==> config.mk <==
export PLATFORM = sky130hd
export DESIGN_NAME = fifo_sync_mode
export DESIGN_NICKNAME = d
export VERILOG_FILES = /design/src/rtl/fifo_pkg.sv /design/src/rtl/fifo_mem.sv /design/src/rtl/fifo_sync_mode.sv
export SDC_FILE = /design/constraint.sdc
export NUM_CORES = 1
export LEC_CHECK = 0
export CELL_PAD_IN_SITES_DETAIL_PLACEMENT = 0
export CELL_PAD_IN_SITES_GLOBAL_PLACEMENT = 1
export CORE_MARGIN = 4
export CORE_UTILIZATION = 40
export DETAILED_ROUTE_END_ITERATION = 12
export GPL_TIMING_DRIVEN = 0
export PLACE_DENSITY_LB_ADDON = 0.1
export SLEW_MARGIN = 20
export SYNTH_ARGS = -nofsm -noshare
export SYNTH_HDL_FRONTEND = slang
export SYNTH_SLANG_ARGS = --single-unit
==> constraint.sdc <==
create_clock -name clk -period 5.07 [get_ports clk]
set_clock_uncertainty 0.15 [all_clocks]
set_input_delay 1.521 -clock clk [delete_from_list [all_inputs] [get_ports clk]]
set_output_delay 1.521 -clock clk [all_outputs]
set_load 0.01 [all_outputs]
==> src/rtl/fifo_pkg.sv <==
// Shared constants and elaboration helpers for the mode-selectable synchronous FIFO.
package fifo_pkg;

    localparam int unsigned FIFO_MODE_STD  = 0;
    localparam int unsigned FIFO_MODE_FWFT = 1;

    // Occupancy counter must represent 0..SIZE inclusive.
    function automatic int unsigned count_w(input int unsigned size);
        return $clog2(size) + 1;
    endfunction

    function automatic bit fifo_params_ok(
        input int unsigned data_w,
        input int unsigned size,
        input int unsigned fwft,
        input int unsigned af_thresh,
        input int unsigned ae_thresh
    );
        return (data_w >= 1) && (size >= 2) && ((size & (size - 1)) == 0) &&
               (fwft <= 1) && (af_thresh >= 1) && (af_thresh <= size) &&
               (ae_thresh <= size - 1);
    endfunction

endpackage

==> src/rtl/fifo_mem.sv <==
// FIFO storage: register array, synchronous write, asynchronous read, not reset.
module fifo_mem #(
    parameter int unsigned DATA_W = 10,
    parameter int unsigned SIZE   = 16
) (
    input  logic                    clk,
    input  logic                    we,
    input  logic [$clog2(SIZE)-1:0] waddr,
    input  logic [DATA_W-1:0]       wdata,
    input  logic [$clog2(SIZE)-1:0] raddr,
    output logic [DATA_W-1:0]       rdata
);

    logic [DATA_W-1:0] mem [SIZE];

    always_ff @(posedge clk) begin
        if (we) begin
            mem[waddr] <= wdata;
        end
    end

    assign rdata = mem[raddr];

endmodule

==> src/rtl/fifo_sync_mode.sv <==
// Synchronous FIFO with standard or first-word-fall-through read, almost flags,
// synchronous flush and read-valid strobe.
module fifo_sync_mode
    import fifo_pkg::*;
#(
    parameter int unsigned DATA_W    = 10,
    parameter int unsigned SIZE      = 16,
    parameter int unsigned FWFT      = FIFO_MODE_STD,
    parameter int unsigned AF_THRESH = SIZE - 4,
    parameter int unsigned AE_THRESH = 2
) (
    input  logic                         clk,
    input  logic                         reset,
    input  logic                         flush,
    input  logic [DATA_W-1:0]            data_wr,
    input  logic                         wr_en,
    output logic [DATA_W-1:0]            data_rd,
    input  logic                         rd_en,
    output logic                         rd_valid,
    output logic [count_w(SIZE)-1:0]     data_count,
    output logic                         full,
    output logic                         almost_full,
    output logic                         empty,
    output logic                         almost_empty,
    output logic                         overflow,
    output logic                         underflow
);

    localparam int unsigned PTR_W = $clog2(SIZE);
    localparam int unsigned CNT_W = count_w(SIZE);

    if (!fifo_params_ok(DATA_W, SIZE, FWFT, AF_THRESH, AE_THRESH)) begin : g_bad_params
        $error("fifo_sync_mode: illegal parameter combination");
    end

    logic [PTR_W-1:0]  wr_ptr_q, wr_ptr_d, rd_ptr_q, rd_ptr_d;
    logic [CNT_W-1:0]  count_q, count_d;
    logic              full_q, full_d, af_q, af_d, empty_q, empty_d, ae_q, ae_d;
    logic              ovf_q, ovf_d, udf_q, udf_d, rd_valid_q, rd_valid_d;
    logic [DATA_W-1:0] data_rd_q, data_rd_d, mem_rdata;
    logic              rd_accept, wr_accept, rd_do, wr_do;

    fifo_mem #(
        .DATA_W (DATA_W),
        .SIZE   (SIZE)
    ) u_mem (
        .clk   (clk),
        .we    (wr_do),
        .waddr (wr_ptr_q),
        .wdata (data_wr),
        .raddr (rd_ptr_q),
        .rdata (mem_rdata)
    );

    // Next-state: flush wins over any request in the same cycle.
    always_comb begin
        rd_accept  = rd_en && !empty_q;
        wr_accept  = wr_en && (!full_q || rd_accept);
        rd_do      = !flush && rd_accept;
        wr_do      = !flush && wr_accept;
        wr_ptr_d   = wr_ptr_q;
        rd_ptr_d   = rd_ptr_q;
        count_d    = count_q;
        data_rd_d  = data_rd_q;
        rd_valid_d = 1'b0;
        ovf_d      = 1'b0;
        udf_d      = 1'b0;
        if (flush) begin
            wr_ptr_d = '0;
            rd_ptr_d = '0;
            count_d  = '0;
        end else begin
            if (wr_do) begin
                wr_ptr_d = wr_ptr_q + PTR_W'(1);
            end
            if (rd_do) begin
                rd_ptr_d  = rd_ptr_q + PTR_W'(1);
                data_rd_d = mem_rdata;
            end
            count_d    = count_q + CNT_W'(wr_do) - CNT_W'(rd_do);
            rd_valid_d = rd_do;
            ovf_d      = wr_en && !wr_accept;
            udf_d      = rd_en && !rd_accept;
        end
        full_d  = (count_d == CNT_W'(SIZE));
        af_d    = (count_d >= CNT_W'(AF_THRESH));
        empty_d = (count_d == '0);
        ae_d    = (count_d <= CNT_W'(AE_THRESH));
    end

    always_ff @(posedge clk) begin
        if (reset) begin
            wr_ptr_q   <= '0;
            rd_ptr_q   <= '0;
            count_q    <= '0;
            full_q     <= 1'b0;
            af_q       <= 1'b0;
            empty_q    <= 1'b1;
            ae_q       <= 1'b1;
            ovf_q      <= 1'b0;
            udf_q      <= 1'b0;
            rd_valid_q <= 1'b0;
            data_rd_q  <= '0;
        end else begin
            wr_ptr_q   <= wr_ptr_d;
            rd_ptr_q   <= rd_ptr_d;
            count_q    <= count_d;
            full_q     <= full_d;
            af_q       <= af_d;
            empty_q    <= empty_d;
            ae_q       <= ae_d;
            ovf_q      <= ovf_d;
            udf_q      <= udf_d;
            rd_valid_q <= rd_valid_d;
            data_rd_q  <= data_rd_d;
        end
    end

    // FWFT presents the head directly; gated to zero while empty so reset shows 0.
    assign data_rd      = (FWFT == FIFO_MODE_FWFT) ? (empty_q ? '0 : mem_rdata) : data_rd_q;
    assign rd_valid     = (FWFT == FIFO_MODE_FWFT) ? !empty_q : rd_valid_q;
    assign data_count   = count_q;
    assign full         = full_q;
    assign almost_full  = af_q;
    assign empty        = empty_q;
    assign almost_empty = ae_q;
    assign overflow     = ovf_q;
    assign underflow    = udf_q;

endmodule
Yosys cells after proc, flatten, opt, wreduce, memory -nomap -nowiden
Memories as Yosys holds them, arrays and structs flattened. A register that Yosys moved wholly into a read port is not among the register bits.
Cells that the tools add are included.
{ "totals": {"reg_bits": 20, "ram_bits": 160, "in_bits": 15, "output_inout_bits": 22, "n_memories": 1} }
{ "classes": {"add_sub_neg": 4, "order_cmp": 2, "eq_ne": 1, "n_mux": 3, "bitwise_logic": 1, "reduce_logical": 15} }
{ "memory_table": {"columns": ["memory", "words", "width", "rd", "rd_clocked_by_memory_dff", "write_ports", "line_no", "text"], "rows": [
  ["u_mem.mem", 16, 10, 1, 1, 1, "fifo_mem.sv:14", "logic [DATA_W-1:0] mem [SIZE];"]
]} }
{ "op_table": {"columns": ["cell", "n"], "rows": [
  ["$add A4 B1 Y4 const B", 2],
  ["$logic_and A1 B1 Y1", 6],
  ["$add A5 B1 Y5", 1],
  ["$eq A5 B5 Y1 const B", 1],
  ["$ge A5 B4 Y1 const B", 1],
  ["$le A5 B2 Y1 const B", 1],
  ["$logic_not A1 Y1", 5],
  ["$logic_not A5 Y1", 1],
  ["$mux W5", 1],
  ["$sub A5 B1 Y5", 1],
  ["$mux W1", 2],
  ["$reduce_and A2 Y1", 1],
  ["$reduce_or A2 Y1", 1],
  ["$logic_or A1 B1 Y1", 1],
  ["$not A1 Y1", 1]
]} }

Longest topological paths before layout
Gate-level depths: netlist of the first run.
{ "depth": {"ltp_word": 9, "depth_mapped": 16, "depth_no_buf": 13} }

Modules after synthesis
Synthesis of the first run repeated with hierarchy kept, for this count alone.
{ "unflattened": {"hier_cells": 404, "area_unflattened_um2": 7415.9} }
{ "modules_own_cells": {"columns": ["mod", "n_inst", "cells_each", "area_each_um2"], "rows": [
  ["fifo_mem", 1, 269, 6153.4],
  ["fifo_sync_mode", 1, 135, 1262.5]
]} }

Worst setup path before layout of the first run
No wires, ideal clock.
{ "synth_path": {"path_kind": "input to register", "from": "in rd_en", "to": "reg af_q, in the netlist almost_full", "setup_ps": 123, "t_arrival_ps": 4028, "slack_ps": 769, "cell_stages": 16, "n_path_buf": 3, "cell_sequence": "nand2b_1 buf_2 nand2b_1 buf_2 inv_1 buf_4 ha_1 inv_1 ha_1 inv_1 fa_1 nor2b_1 o21a_1 o21ai_0 nor3b_2 or2_2"} }
{ "synth_via": {"elab_cells_between_ends": 9, "classes_between": "2 x add/sub; 1 x order compare; 1 x mux; 5 x reduce/logical"} }
{ "synth_rtl": {"columns": ["item", "line_no", "text"], "rows": [
  ["from (decl)", "fifo_sync_mode.sv:18", "input logic rd_en,"],
  ["$logic_and A1 B1 Y1", "fifo_sync_mode.sv:57", "rd_accept = rd_en && !empty_q;"],
  ["$logic_and A1 B1 Y1", "fifo_sync_mode.sv:59", "rd_do = !flush && rd_accept;"],
  ["via rd_do", "fifo_sync_mode.sv:41", "logic rd_accept, wr_accept, rd_do, wr_do;"],
  ["$sub A5 B1 Y5", "fifo_sync_mode.sv:80", "count_d = count_q + CNT_W'(wr_do) - CNT_W'(rd_do);"],
  ["$mux W5", "fifo_sync_mode.sv:68", "if (flush) begin"],
  ["$ge A5 B4 Y1", "fifo_sync_mode.sv:86", "af_d = (count_d >= CNT_W'(AF_THRESH));"],
  ["to (signal assigned)", "fifo_sync_mode.sv:97", "af_q <= 1'b0;"],
  ["to (signal assigned)", "fifo_sync_mode.sv:109", "af_q <= af_d;"],
  ["to (decl)", "fifo_sync_mode.sv:38", "logic full_q, full_d, af_q, af_d, empty_q, empty_d, ae_q, ae_d;"]
]} }
The timed path passes the listed nets, and every way through them passes these cells.
A chain may end at the register's enable or synchronous reset.

Worst setup path in the final report of the first run
Ends and elaborated chain as after synthesis.

==> tab_implementation.tex, run 1 <==
\begin{tabular}{lr}
\hline
Metric & Value \\
\hline
\multicolumn{2}{l}{\textbf{Power}} \\
\quad Power density of the placed cells & about 370 nW/µm² \\
\quad Total power & roughly 3.2 mW \\
\quad Worst-case vdd ir drop & roughly 0.24 mV \\
\quad Leakage Power & 2.85 nW \\
\multicolumn{2}{l}{\textbf{Status}} \\
\quad Status & finished clean \\
\multicolumn{2}{l}{\textbf{GRT}} \\
\quad Overflow left after global routing & 0 \\
\quad Maximum number of pins on one net before global-route repair & 19 \\
\quad Wire length of the first global-routing pass & between 20000 and 25000 µm \\
\quad Via count of the first global-routing pass & around 4.1k \\
\quad Initial antenna violation count & 0 \\
\quad GRT Util Overall & 16.0\% \\
\multicolumn{2}{l}{\textbf{Route}} \\
\quad Post-route antenna net violation count & 0 \\
\quad Total wire length after detailed routing & $\sim$16000 µm \\
\quad Average wire length per cell after detail routing & approximately 22 µm \\
\quad Total vias in the final route & between 3k and 4k \\
\quad Residual DRC count & 0 \\
\quad Count of routing violations after the opening detailed-route iteration & 237 \\
\quad Count of TritonRoute iterations in the first routing pass & 4 \\
\quad Avg Vias per Cell & about 5.3 \\
\multicolumn{2}{l}{\textbf{Synth}} \\
\quad Post-synthesis cell area & 7520 µm² \\
\quad Ys async rst share & 0\% \\
\quad Synth top area cells & sky130\_fd\_sc\_hd\_\_edfxtp\_1, sky130\_fd\_sc\_hd\_\_dfxtp\_1, sky130\_fd\_sc\_hd\_\_mux4\_2, sky130\_fd\_sc\_hd\_\_mux2i\_1, sky130\_fd\_sc\_hd\_\_mux4\_1 \\
\quad Commonest cells in the netlist & sky130\_fd\_sc\_hd\_\_edfxtp\_1, sky130\_fd\_sc\_hd\_\_dfxtp\_1, sky130\_fd\_sc\_hd\_\_nor2\_1 \\
\quad Cell type contributing the most total cell area after synthesis & sky130\_fd\_sc\_hd\_\_edfxtp\_1 \\
\quad Unique cell type count in the Yosys netlist & 44 \\
\quad Number of warning messages in the yosys log & 0 \\
\quad Register bit count reported by yosys & 190 \\
\quad Cells after Synth & 441 \\
\quad Sequential area share after synthesis & a little under three quarters \\
\quad Post-Syn Nets & between 400 and 500 \\
\quad Main synth FF type & sky130\_fd\_sc\_hd\_\_edfxtp\_1 \\
\quad Share of the synthesized area in the top cell type & around 64\% \\
\quad Most frequent cell after synthesis & sky130\_fd\_sc\_hd\_\_edfxtp\_1 \\
\quad EDFF count, synth & 160 \\
\quad Syn\_area\_per\_cell & between 15 and 20 µm² \\
\multicolumn{2}{l}{\textbf{Cells and area}} \\
\quad Area overhead of the layout relative to synthesis & 17.8\% \\
\quad Share of the core filled with cells in the final layout & between 40\% and 50\% \\
\quad Design Area, Final & 8850 µm² \\
\quad Final standard cell count with taps included and fillers excluded & 742 \\
\quad Nets@finish & 526 \\
\quad Antenna diode count & 0 \\
\quad Share of layout cells above drive strength 1 & around 17\% \\
\multicolumn{2}{l}{\textbf{Hold path}} \\
\quad Hold crit path type & flop to flop \\
\multicolumn{2}{l}{\textbf{Clock network}} \\
\quad Clock tree from TritonCTS & built \\
\quad Later-pin clock latency in the skew report & roughly 0.42 ns \\
\quad Master cell of the clock root buffer & sky130\_fd\_sc\_hd\_\_clkbuf\_16 \\
\quad Sink Count & 190 \\
\quad Post CTS Setup Buffer Count & 0 \\
\quad CTS H-tree lvls & 4 \\
\quad Clk slew on worst S/H paths & around 0.07 ns \\
\quad Deepest clock path buffer count & 2 \\
\quad CTS buffer count & 17 \\
\multicolumn{2}{l}{\textbf{Place}} \\
\quad Final RePlAce weighted congestion & around 0.76 \\
\quad \# placed instances & between 700 and 800 \\
\quad Count of input and output buffers & 36 \\
\quad Post-placement cell area & just over 8000 µm² \\
\quad Final HPWL from detailed placement & 10900 µm \\
\quad DP Worst Slack & -0.107 ns \\
\multicolumn{2}{l}{\textbf{Setup path}} \\
\quad Slowest cell on crit path & sky130\_fd\_sc\_hd\_\_clkdlybuf4s50\_1 \\
\quad Data arrival time of the worst path & $\sim$4.8 ns \\
\quad Cell type group with the largest total delay on the critical path & buffers and inverters \\
\quad Most common cell type on the critical path & sky130\_fd\_sc\_hd\_\_inv\_1 \\
\quad Series of cell instances along the critical path & clkdlybuf4s50\_1 -> nand2b\_1 -> buf\_2 -> nand2b\_1 -> clkbuf\_4 -> inv\_1 -> buf\_4 -> ha\_1 -> inv\_1 -> ha\_1 -> inv\_1 -> fa\_1 -> nor2b\_1 -> o21a\_1 -> o21ai\_0 -> nor3b\_2 -> or2\_2 \\
\quad Count of buffer and inverter cells on the critical path & 7 \\
\quad Critical Path Max Stage Delay & between 0.4 and 0.5 ns \\
\quad Setup Crit Path Kind & input pin to flop \\
\quad Type of element launching the critical path & input pin \\
\quad CP required & about 5.2 ns \\
\quad Crit path capture type & flop \\
\quad Maximum fanout count along the critical path & 10 \\
\multicolumn{2}{l}{\textbf{Floorplan}} \\
\quad Area enclosed by the die boundary & around 21000 µm² \\
\quad Chip height & 145 µm \\
\quad Initial core utilization & just over 40\% \\
\quad I/O pin count & 37 \\
\quad Die X & about 150 µm \\
\quad Number of standard-cell rows in the floorplan & about 50 \\
\quad Placeable Area & approximately 18000 µm² \\
\multicolumn{2}{l}{\textbf{Timing}} \\
\quad Final count of hold timing violations & 0 \\
\quad Slew margin rel. & roughly 30\% \\
\quad Worst setup margin & 0.384 ns \\
\quad Maximum achievable frequency & 0.213 GHz \\
\quad Slew Viols, Final & 0 \\
\quad Final total negative setup slack & 0 ns \\
\quad Worst-margin pin slew & between 1 and 1.5 ns \\
\quad Minimum clock period & between 4 and 5 ns \\
\quad Unrepaired setup endpoints after global routing & no \\
\quad Worst Hold Margin & $\sim$0.32 ns \\
\quad Final count of negative-setup-slack endpoints & 0 \\
\quad Tcrit/Tclk final & roughly 92\% \\
\multicolumn{2}{l}{\textbf{Job}} \\
\quad Max capacitance violation total & 0 \\
\hline
\end{tabular}
layout by cell type, fill, tap and decap left out, types with 5 or more instances in the layout:
cell type and count:
sky130_fd_sc_hd__nor2b_1 5, sky130_fd_sc_hd__inv_1 13, sky130_fd_sc_hd__o21bai_1 9, sky130_fd_sc_hd__nand3_1 9
sky130_fd_sc_hd__xor2_1 6, sky130_fd_sc_hd__nor2_1 19, sky130_fd_sc_hd__nand2b_1 5, sky130_fd_sc_hd__nor2_2 8
sky130_fd_sc_hd__buf_2 7, sky130_fd_sc_hd__clkbuf_1 10, sky130_fd_sc_hd__a211oi_1 10, sky130_fd_sc_hd__mux2i_1 23
sky130_fd_sc_hd__buf_6 5, sky130_fd_sc_hd__a31oi_1 9, sky130_fd_sc_hd__a21oi_1 10, sky130_fd_sc_hd__ha_1 10
sky130_fd_sc_hd__o22ai_1 8, sky130_fd_sc_hd__dfxtp_1 30, sky130_fd_sc_hd__mux4_2 19, sky130_fd_sc_hd__mux4_1 8
sky130_fd_sc_hd__clkbuf_16 17, sky130_fd_sc_hd__clkdlybuf4s50_1 36, sky130_fd_sc_hd__edfxtp_1 160, sky130_fd_sc_hd__nand2_1 19
flip-flops by register name, summed over array words and instances, names as in the netlist:
signal	flops
almost_empty	1
almost_full	1
data_count	5
data_rd	10
empty	1
full	1
overflow	1
rd_ptr_q	4
rd_valid	1
u_mem.mem	160
underflow	1
wr_ptr_q	4
tightest hold or removal path: stages, from the launching register on:
cell                      delay (ns)
sky130_fd_sc_hd__dfxtp_1        0.32
sky130_fd_sc_hd__nand2_1        0.05
sky130_fd_sc_hd__a21oi_1        0.06
path summary, 6_finish.rpt:
| path | start | endpoint | slack [ns] | depth (start not counted) |
|---|---|---|---|---|
| worst max-delay path | rd_en | almost_full$_SDFF_PP0_ | 0.38 | 17 |
| worst min-delay path | data_rd[2]$_SDFFE_PP0P_ | data_rd[2]$_SDFFE_PP0P_ | 0.32 | 2 |
| worst max register to register | empty$_SDFF_PP1_ | almost_full$_SDFF_PP0_ | 1.55 | 16 |
| worst min register to register | data_rd[2]$_SDFFE_PP0P_ | data_rd[2]$_SDFFE_PP0P_ | 0.32 | 2 |
cell type report:
cell class                 count  area, µm²
tap                          229        287
clock buffer                  18        429
sequential                   190       5410
buffer                        23        138
inverter                      13       48.8
timing repair buffer          40        405
clock inverter                14        171
multi-input combinational    215       1970
fill                        1519       9350
per-layer routing:
layer	GRT usage, %	share of wire [%]	vias up
li1	-	-	1840
met1	20.7	45	1973
met2	27.2	51	90
met3	3.74	2.8	13
met4	4.61	1.5	0
met5	0	0	-
where the power goes:
group | internal [mW] | switching, mW | leakage (nW) | total, mW
sequential | 1.71 | 0.0111 | 1.68 | 1.72
combinational | 0.0812 | 0.0958 | 0.866 | 0.177
clock | 0.746 | 0.594 | 0.296 | 1.34
cells by family after synthesis:
group	count (synthesis)	synth area share (%)
fa+ha+maj	11	1.93
compound gates	56	5.12
flops	190	71.9
xor+xnor	8	0.932
simple gates	86	5.54
mux	54	12.1
buf+inv	36	2.45
repair_timing:
item	4_1_cts	5_1_grt
endpoints found under the setup margin	0	1
gates resized for setup	0	1
hold buffers	0	0
Note: power is estimated with default switching activity, not from simulation.
==> run 2: changes to the inputs <==
--- a/config.mk
+++ b/config.mk
@@ -7,7 +7,6 @@
 export LEC_CHECK = 0
 export CELL_PAD_IN_SITES_DETAIL_PLACEMENT = 0
 export CELL_PAD_IN_SITES_GLOBAL_PLACEMENT = 1
-export CORE_MARGIN = 4
 export CORE_UTILIZATION = 40
 export DETAILED_ROUTE_END_ITERATION = 12
 export GPL_TIMING_DRIVEN = 0
==> constraint.sdc (replaced) <==
create_clock -name clk -period 4.09 [get_ports clk]
set_clock_uncertainty 0.15 [all_clocks]
set_input_delay 1.227 -clock clk [delete_from_list [all_inputs] [get_ports clk]]
set_output_delay 1.227 -clock clk [all_outputs]
set_load 0.01 [all_outputs]
==> tab_implementation.tex, run 2 (same netlist as run 1, synthesis figures left out) <==
\begin{tabular}{lr}
\hline
Metric & Value \\
\hline
\multicolumn{2}{l}{\textbf{Status}} \\
\quad Status & finished with violations (was finished clean) \\
\quad Failing checks & DRC \\
\multicolumn{2}{l}{\textbf{Cells and area}} \\
\quad Top register by number of flip-flops & u\_mem.mem (unchanged) \\
\quad Area overhead of the layout relative to synthesis & 17.9\% (was 17.8\%) \\
\quad Design Area, Final & 8860 µm² (was 8850 µm²) \\
\quad Nets@finish & 527 (was 526) \\
\quad Final standard cell count with taps included and fillers excluded & 743 (was 742) \\
\quad Leading cell type in the layout, fill and taps excluded & sky130\_fd\_sc\_hd\_\_edfxtp\_1 (unchanged) \\
\quad Antenna diode count & 0 (unchanged) \\
\quad Number of flip-flops in the largest register & 160 (unchanged) \\
\quad Most used cells in the layout excluding fill and tap cells & sky130\_fd\_sc\_hd\_\_edfxtp\_1, sky130\_fd\_sc\_hd\_\_clkdlybuf4s50\_1, sky130\_fd\_sc\_hd\_\_dfxtp\_1, sky130\_fd\_sc\_hd\_\_mux2i\_1 (unchanged) \\
\quad Share of layout cells above drive strength 1 & 19.5\% (was 17.2\%) \\
\multicolumn{2}{l}{\textbf{Route}} \\
\quad Count of TritonRoute iterations in the first routing pass & 8 (was 4) \\
\quad Total wire length after detailed routing & 16500 µm (was 16300 µm) \\
\quad Average wire length per cell after detail routing & 22.2 µm (was 22.0 µm) \\
\quad Post-route antenna net violation count & 0 (unchanged) \\
\quad Avg Vias per Cell & 5.33 (was 5.28) \\
\quad Count of routing violations after the opening detailed-route iteration & 263 (was 237) \\
\quad Residual DRC count & 4 (was 0) \\
\quad Total vias in the final route & 3960 (was 3916) \\
\multicolumn{2}{l}{\textbf{Setup path}} \\
\quad Worst R2R Path Depth & 15 (was 16) \\
\quad Data arrival time of the worst path & 4.09 ns (was 4.84 ns) \\
\quad Type of element launching the critical path & input pin (unchanged) \\
\quad Critical R2R Launch & empty\$\_SDFF\_PP1\_ (unchanged) \\
\quad Maximum fanout count along the critical path & 14 (was 10) \\
\quad CP required & 4.26 ns (was 5.23 ns) \\
\quad Crit path capture type & flop (unchanged) \\
\quad Register-to-register setup slack & 1.02 ns (was 1.55 ns) \\
\quad Capture instance of the worst register-to-register path & almost\_empty\$\_SDFF\_PP1\_ (was almost\_full\$\_SDFF\_PP0\_) \\
\quad Setup Crit Path Kind & input pin to flop (unchanged) \\
\multicolumn{2}{l}{\textbf{Clock network}} \\
\quad Sink Count & 190 (unchanged) \\
\quad Clk slew on worst S/H paths & 0.08 ns (was 0.07 ns) \\
\quad Later-pin clock latency in the skew report & 0.44 ns (was 0.42 ns) \\
\quad Clock tree from TritonCTS & built (unchanged) \\
\quad CTS H-tree lvls & 4 (unchanged) \\
\quad CTS buffer count & 17 (unchanged) \\
\quad Master cell of the clock root buffer & sky130\_fd\_sc\_hd\_\_clkbuf\_16 (unchanged) \\
\quad Cts-stage hold buffer count & 0 (unchanged) \\
\quad Deepest clock path buffer count & 2 (unchanged) \\
\multicolumn{2}{l}{\textbf{Floorplan}} \\
\quad Area enclosed by the die boundary & 19400 µm² (was 21100 µm²) \\
\quad Initial core utilization & 41.3\% (unchanged) \\
\quad Die X & 139 µm (was 145 µm) \\
\quad Placeable Area & 18200 µm² (unchanged) \\
\quad Chip height & 139 µm (was 145 µm) \\
\quad I/O pin count & 37 (unchanged) \\
\quad Number of standard-cell rows in the floorplan & 49 (unchanged) \\
\multicolumn{2}{l}{\textbf{Hold path}} \\
\quad Hold crit path type & flop to flop (unchanged) \\
\quad Count of cells along the worst hold path & 2 (unchanged) \\
\quad Capture endpoint of the worst hold path & data\_rd[2]\$\_SDFFE\_PP0P\_ (unchanged) \\
\quad Hold Path Origin & data\_rd[2]\$\_SDFFE\_PP0P\_ (unchanged) \\
\multicolumn{2}{l}{\textbf{Place}} \\
\quad Count of input and output buffers & 36 (unchanged) \\
\quad DP Worst Slack & -0.815 ns (was -0.107 ns) \\
\quad \# placed instances & 710 (unchanged) \\
\quad Final HPWL from detailed placement & 10700 µm (was 10900 µm) \\
\quad Final RePlAce weighted congestion & 0.743 (was 0.762) \\
\quad Post-placement cell area & 8250 µm² (about the same) \\
\multicolumn{2}{l}{\textbf{Power}} \\
\quad Leakage Power & 2.82 nW (was 2.85 nW) \\
\quad Total power & 3.93 mW (was 3.24 mW) \\
\quad Power density of the placed cells & 444 nW/µm² (was 366 nW/µm²) \\
\quad Worst-case vdd ir drop & 0.288 mV (was 0.240 mV) \\
\multicolumn{2}{l}{\textbf{GRT}} \\
\quad Via count of the first global-routing pass & 3981 (was 4074) \\
\quad Initial antenna violation count & 0 (unchanged) \\
\quad Wire length of the first global-routing pass & 24800 µm (about the same) \\
\quad Maximum number of pins on one net before global-route repair & 19 (unchanged) \\
\quad Overflow left after global routing & 0 (unchanged) \\
\quad GRT Util Overall & 18.2\% (was 16.0\%) \\
\multicolumn{2}{l}{\textbf{Job}} \\
\quad Max capacitance violation total & 0 (unchanged) \\
\multicolumn{2}{l}{\textbf{Timing}} \\
\quad Worst setup margin & 0.171 ns (was 0.384 ns) \\
\quad Final count of negative-setup-slack endpoints & 0 (unchanged) \\
\quad Slew margin rel. & 27.4\% (was 30.1\%) \\
\quad Final count of hold timing violations & 0 (unchanged) \\
\quad Maximum achievable frequency & about 0.26 GHz \\
\quad Unrepaired setup endpoints after global routing & no (unchanged) \\
\quad Tcrit/Tclk final & 95.8\% \\
\quad Minimum clock period & around 3.9 ns \\
\quad Worst-margin pin slew & 1.08 ns (was 1.04 ns) \\
\quad Slew Viols, Final & 0 (unchanged) \\
\hline
\end{tabular}
-- run 2: cell count changes in the layout (fill, tap and decap cells not counted), sizes merged --
cell	delta
clkinv	-3
clkinvlp	+6
clkbuf	-2
buf	+2
bufinv	-2
-- run 2: where the power goes --
| part | switching (mW) | internal, mW | total (mW) |
|---|---|---|---|
| combinational | 0.122 | 0.106 | 0.228 |
| sequential | 0.0137 | 2.12 | 2.13 |
| clock | 0.773 | 0.800 | 1.57 |
-- run 2: layer usage --
layer	GRT usage [%]	part of all wire [%]	vias up
met5	0	0	-
met4	6.49	1.8	0
met3	4.01	3.9	19
met2	29.7	49	84
met1	24.0	45	2014
li1	-	-	1843
-- run 2: stage by stage --
step | utilization (%) | setup TNS (ns) | hold slack [ns]
6_report | 48.7 | 0 | 0.320
2_1_floorplan | - | 0 | 0.331
4_1_cts | 48.5 | 0 | 0.325
3_5_place_dp | 45.3 | -4.79 | 0.315
5_1_grt | 48.7 | 0 | 0.344
3_3_place_gp | 44.8 | -26.63 | 0.307
-- run 2: critical path: stages --
cell and delay [ns]:
sky130_fd_sc_hd__clkdlybuf4s50_1 0.42, sky130_fd_sc_hd__nand2b_1 0.08, sky130_fd_sc_hd__buf_4 0.17, sky130_fd_sc_hd__nand2b_1 0.14
sky130_fd_sc_hd__buf_6 0.13, sky130_fd_sc_hd__clkinv_8 0.08, sky130_fd_sc_hd__ha_1 0.29, sky130_fd_sc_hd__inv_1 0.06
sky130_fd_sc_hd__ha_2 0.18, sky130_fd_sc_hd__inv_1 0.06, sky130_fd_sc_hd__fa_2 0.36, sky130_fd_sc_hd__nor2b_1 0.16
sky130_fd_sc_hd__or2_2 0.33, sky130_fd_sc_hd__a22o_1 0.20, sky130_fd_sc_hd__a21oi_2 0.13, sky130_fd_sc_hd__a211oi_1 0.05
-- run 2: final cells by class --
type	instances	area [µm²]
Fill cell	1528	9350
Sequential cell	190	5410
Multi-Input combinational cell	215	2000
Clock buffer	17	425
Timing Repair Buffer	42	420
Tap cell	229	287
Buffer	22	136
Clock inverter	15	130
Inverter	13	61.3
-- run 2: how the worst max path moves through the flow --
stage / start / to / slack [ns] / cells past startpoint
6_report: rd_en / almost_empty$_SDFF_PP1_ / 0.17 / 16
2_1_floorplan: rd_en / almost_full$_SDFF_PP0_ / 0.08 / 16
3_3_place_gp: rd_en / almost_full$_SDFF_PP0_ / -0.81 / 17
5_1_grt: rd_en / almost_empty$_SDFF_PP1_ / 0.02 / 16
3_5_place_dp: rd_en / full$_SDFF_PP0_ / -0.82 / 17
4_1_cts: rd_en / almost_empty$_SDFF_PP1_ / 0.02 / 17
-- run 2: timing repair --
action	in CTS	in global routing
resized for setup	10	7
endpoints found under the setup margin	5	4
setup buffers	0	2
pin swaps	1	2
==> run 3: changes to the inputs <==
--- a/config.mk
+++ b/config.mk
@@ -5,11 +5,11 @@
 export SDC_FILE = /design/constraint.sdc
 export NUM_CORES = 1
 export LEC_CHECK = 0
+export ABC_AREA = 0
 export CELL_PAD_IN_SITES_DETAIL_PLACEMENT = 0
 export CELL_PAD_IN_SITES_GLOBAL_PLACEMENT = 1
 export CORE_UTILIZATION = 40
 export DETAILED_ROUTE_END_ITERATION = 12
-export GPL_TIMING_DRIVEN = 0
 export PLACE_DENSITY_LB_ADDON = 0.1
 export SLEW_MARGIN = 20
 export SYNTH_ARGS = -nofsm -noshare
==> tab_implementation.tex, run 3 (same netlist as run 1, synthesis figures left out) <==
\begin{tabular}{lr}
\hline
Metric & Value \\
\hline
\multicolumn{2}{l}{\textbf{Status}} \\
\quad Status & finished with violations (unchanged) \\
\quad Failing checks & DRC (unchanged) \\
\multicolumn{2}{l}{\textbf{Route}} \\
\quad Post-route antenna net violation count & 0 (unchanged) \\
\quad Residual DRC count & 4 (unchanged) \\
\quad Total wire length after detailed routing & 15800 µm (was 16500 µm) \\
\quad Count of routing violations after the opening detailed-route iteration & 275 (was 263) \\
\quad Average wire length per cell after detail routing & 21.2 µm (was 22.2 µm) \\
\quad Avg Vias per Cell & 5.33 (about the same) \\
\quad Count of TritonRoute iterations in the first routing pass & 12 (was 8) \\
\quad Total vias in the final route & 3974 (was 3960) \\
\multicolumn{2}{l}{\textbf{Clock network}} \\
\quad Post CTS Setup Buffer Count & 0 (unchanged) \\
\quad Cts-stage hold buffer count & 0 (unchanged) \\
\quad Clk slew on worst S/H paths & 0.07 ns (was 0.08 ns) \\
\quad CTS buffer count & 17 (unchanged) \\
\quad Post-CTS sizing & 0 (was 10) \\
\quad Master cell of the clock root buffer & sky130\_fd\_sc\_hd\_\_clkbuf\_16 (unchanged) \\
\quad Later-pin clock latency in the skew report & 0.43 ns (was 0.44 ns) \\
\quad Clock tree from TritonCTS & built (unchanged) \\
\quad CTS H-tree lvls & 4 (unchanged) \\
\quad Sink Count & 190 (unchanged) \\
\quad Deepest clock path buffer count & 2 (unchanged) \\
\multicolumn{2}{l}{\textbf{Cells and area}} \\
\quad Nets@finish & 530 (was 527) \\
\quad Share of the core filled with cells in the final layout & 48.5\% (was 48.7\%) \\
\quad Design Area, Final & 8820 µm² (was 8860 µm²) \\
\quad Leading cell type in the layout, fill and taps excluded & sky130\_fd\_sc\_hd\_\_edfxtp\_1 (unchanged) \\
\quad Area overhead of the layout relative to synthesis & 17.4\% (was 17.9\%) \\
\quad Antenna diode count & 0 (unchanged) \\
\quad Most used cells in the layout excluding fill and tap cells & sky130\_fd\_sc\_hd\_\_edfxtp\_1, sky130\_fd\_sc\_hd\_\_clkdlybuf4s50\_1, sky130\_fd\_sc\_hd\_\_buf\_4, sky130\_fd\_sc\_hd\_\_dfxtp\_1, sky130\_fd\_sc\_hd\_\_nor2\_1 (was sky130\_fd\_sc\_hd\_\_edfxtp\_1, sky130\_fd\_sc\_hd\_\_clkdlybuf4s50\_1, sky130\_fd\_sc\_hd\_\_dfxtp\_1, sky130\_fd\_sc\_hd\_\_mux2i\_1) \\
\quad Top register by number of flip-flops & u\_mem.mem (unchanged) \\
\quad Share of layout cells above drive strength 1 & 17.6\% (was 19.5\%) \\
\quad Number of flip-flops in the largest register & 160 (unchanged) \\
\multicolumn{2}{l}{\textbf{GRT}} \\
\quad Overflow left after global routing & 0 (unchanged) \\
\quad Via count of the first global-routing pass & 4039 (was 3981) \\
\quad Initial antenna violation count & 0 (unchanged) \\
\quad GRT Util Overall & 17.6\% (was 18.2\%) \\
\quad Met1 layer usage reported by global route & 22.8\% (was 24.0\%) \\
\quad Maximum number of pins on one net before global-route repair & 41 (was 19) \\
\quad Met2 track demand over resource & 28.5\% (was 29.7\%) \\
\quad Routing layer with the top usage in global route & met2 (unchanged) \\
\quad GR Layer Usage met3 & 3.69\% (was 4.01\%) \\
\quad Wire length of the first global-routing pass & 24300 µm (was 24800 µm) \\
\multicolumn{2}{l}{\textbf{Floorplan}} \\
\quad I/O pin count & 37 (unchanged) \\
\quad Initial core utilization & 41.3\% (unchanged) \\
\quad Chip height & 139 µm (unchanged) \\
\quad Number of standard-cell rows in the floorplan & 49 (unchanged) \\
\quad Placeable Area & 18200 µm² (unchanged) \\
\quad Area enclosed by the die boundary & 19400 µm² (unchanged) \\
\quad Die X & 139 µm (unchanged) \\
\multicolumn{2}{l}{\textbf{Timing}} \\
\quad Maximum achievable frequency & 0.258 GHz (was 0.255 GHz) \\
\quad Final count of negative-setup-slack endpoints & 0 (unchanged) \\
\quad Final count of hold timing violations & 0 (unchanged) \\
\quad Worst setup margin & 0.209 ns (was 0.171 ns) \\
\quad Tcrit/Tclk final & 94.9\% (was 95.8\%) \\
\quad Unrepaired setup endpoints after global routing & no (unchanged) \\
\quad Minimum clock period & 3.88 ns (was 3.92 ns) \\
\quad Slew margin rel. & 29.0\% (was 27.4\%) \\
\quad Slew Viols, Final & 0 (unchanged) \\
\quad Worst-margin pin slew & 1.06 ns (was 1.08 ns) \\
\multicolumn{2}{l}{\textbf{Setup path}} \\
\quad Setup Crit Path Kind & input pin to flop (unchanged) \\
\quad Type of element launching the critical path & input pin (unchanged) \\
\quad Maximum fanout count along the critical path & 5 (was 14) \\
\quad Crit path from & rd\_en (unchanged) \\
\quad Critical R2R Launch & empty\$\_SDFF\_PP1\_ (unchanged) \\
\quad Worst R2R Path Depth & 13 (was 15) \\
\quad Register-to-register setup slack & 1.09 ns (was 1.02 ns) \\
\quad Capture instance of the worst register-to-register path & almost\_full\$\_SDFF\_PP0\_ (was almost\_empty\$\_SDFF\_PP1\_) \\
\quad Crit path capture type & flop (unchanged) \\
\quad Data arrival time of the worst path & 4.05 ns (was 4.09 ns) \\
\quad CP required & 4.26 ns (about the same) \\
\multicolumn{2}{l}{\textbf{Place}} \\
\quad Count of input and output buffers & 36 (unchanged) \\
\quad Post-placement cell area & 8280 µm² (was 8250 µm²) \\
\quad DP Worst Slack & -0.299 ns (was -0.815 ns) \\
\quad Final HPWL from detailed placement & 10100 µm (was 10700 µm) \\
\quad Final RePlAce weighted congestion & 0.725 (was 0.743) \\
\multicolumn{2}{l}{\textbf{Hold path}} \\
\quad Hold crit path type & flop to flop (unchanged) \\
\quad Capture endpoint of the worst hold path & data\_rd[2]\$\_SDFFE\_PP0P\_ (unchanged) \\
\quad Count of cells along the worst hold path & 2 (unchanged) \\
\quad Hold Path Origin & data\_rd[2]\$\_SDFFE\_PP0P\_ (unchanged) \\
\multicolumn{2}{l}{\textbf{Job}} \\
\quad Max capacitance violation total & 0 (unchanged) \\
\multicolumn{2}{l}{\textbf{Power}} \\
\quad Leakage Power & 2.85 nW (was 2.82 nW) \\
\quad Total power & 3.88 mW (was 3.93 mW) \\
\quad Power density of the placed cells & 440 nW/µm² (was 444 nW/µm²) \\
\quad Worst-case vdd ir drop & 0.276 mV (was 0.288 mV) \\
\hline
\end{tabular}
## run 3: how the worst max path moves through the flow
stage / slack [ns] / depth (start not counted) / to
finish: 0.21 / 14 / almost_full$_SDFF_PP0_
global route: 0.05 / 14 / almost_full$_SDFF_PP0_
CTS: 0.17 / 14 / almost_full$_SDFF_PP0_
detailed placement: -0.30 / 14 / almost_full$_SDFF_PP0_
global placement: -0.23 / 14 / almost_full$_SDFF_PP0_
floorplan: 0.08 / 16 / almost_full$_SDFF_PP0_
## run 3: routing by layer
| metal | up-vias | wire length, µm |
|---|---|---|
| met2 | 79 | 7740 |
| met1 | 2025 | 7120 |
| met3 | 20 | 570 |
| li1 | 1850 | - |
| met5 | - | 0 |
| met4 | 0 | 374 |
## run 3: critical path, stage by stage
cell,delay (ns)
sky130_fd_sc_hd__clkdlybuf4s50_1,0.48
sky130_fd_sc_hd__nand2b_1,0.14
sky130_fd_sc_hd__a211oi_4,0.29
sky130_fd_sc_hd__inv_1,0.07
sky130_fd_sc_hd__ha_1,0.26
sky130_fd_sc_hd__inv_1,0.06
sky130_fd_sc_hd__ha_1,0.17
sky130_fd_sc_hd__inv_1,0.06
sky130_fd_sc_hd__fa_1,0.38
sky130_fd_sc_hd__nor2b_2,0.19
sky130_fd_sc_hd__o21a_1,0.16
sky130_fd_sc_hd__o21ai_0,0.07
sky130_fd_sc_hd__nor3b_2,0.19
sky130_fd_sc_hd__or2_2,0.30
## run 3: area by class of cell
type / instances / area, µm²
inverters: 13 / 48.8
flip-flops and latches: 190 / 5410
clock inverters: 13 / 110
well taps: 229 / 287
multi-input cells: 215 / 1930
clock buffers: 19 / 433
fillers: 1566 / 9380
repair buffers: 67 / 606
## run 3: where the power goes
group          internal, mW  leakage, nW  switching, mW
sequential             2.12         1.69         0.0180
combinational         0.103        0.905          0.112
clock                 0.793        0.258          0.738
## run 3: per-stage QoR
stage	std cells	hold slack, ns	TNS [ns]
2_1_floorplan	441	0.331	0
3_3_place_gp	714	0.303	-0.716
3_5_place_dp	714	0.310	-1.00
4_1_cts	746	0.319	0
5_1_grt	746	0.369	0
6_report	746	0.320	0
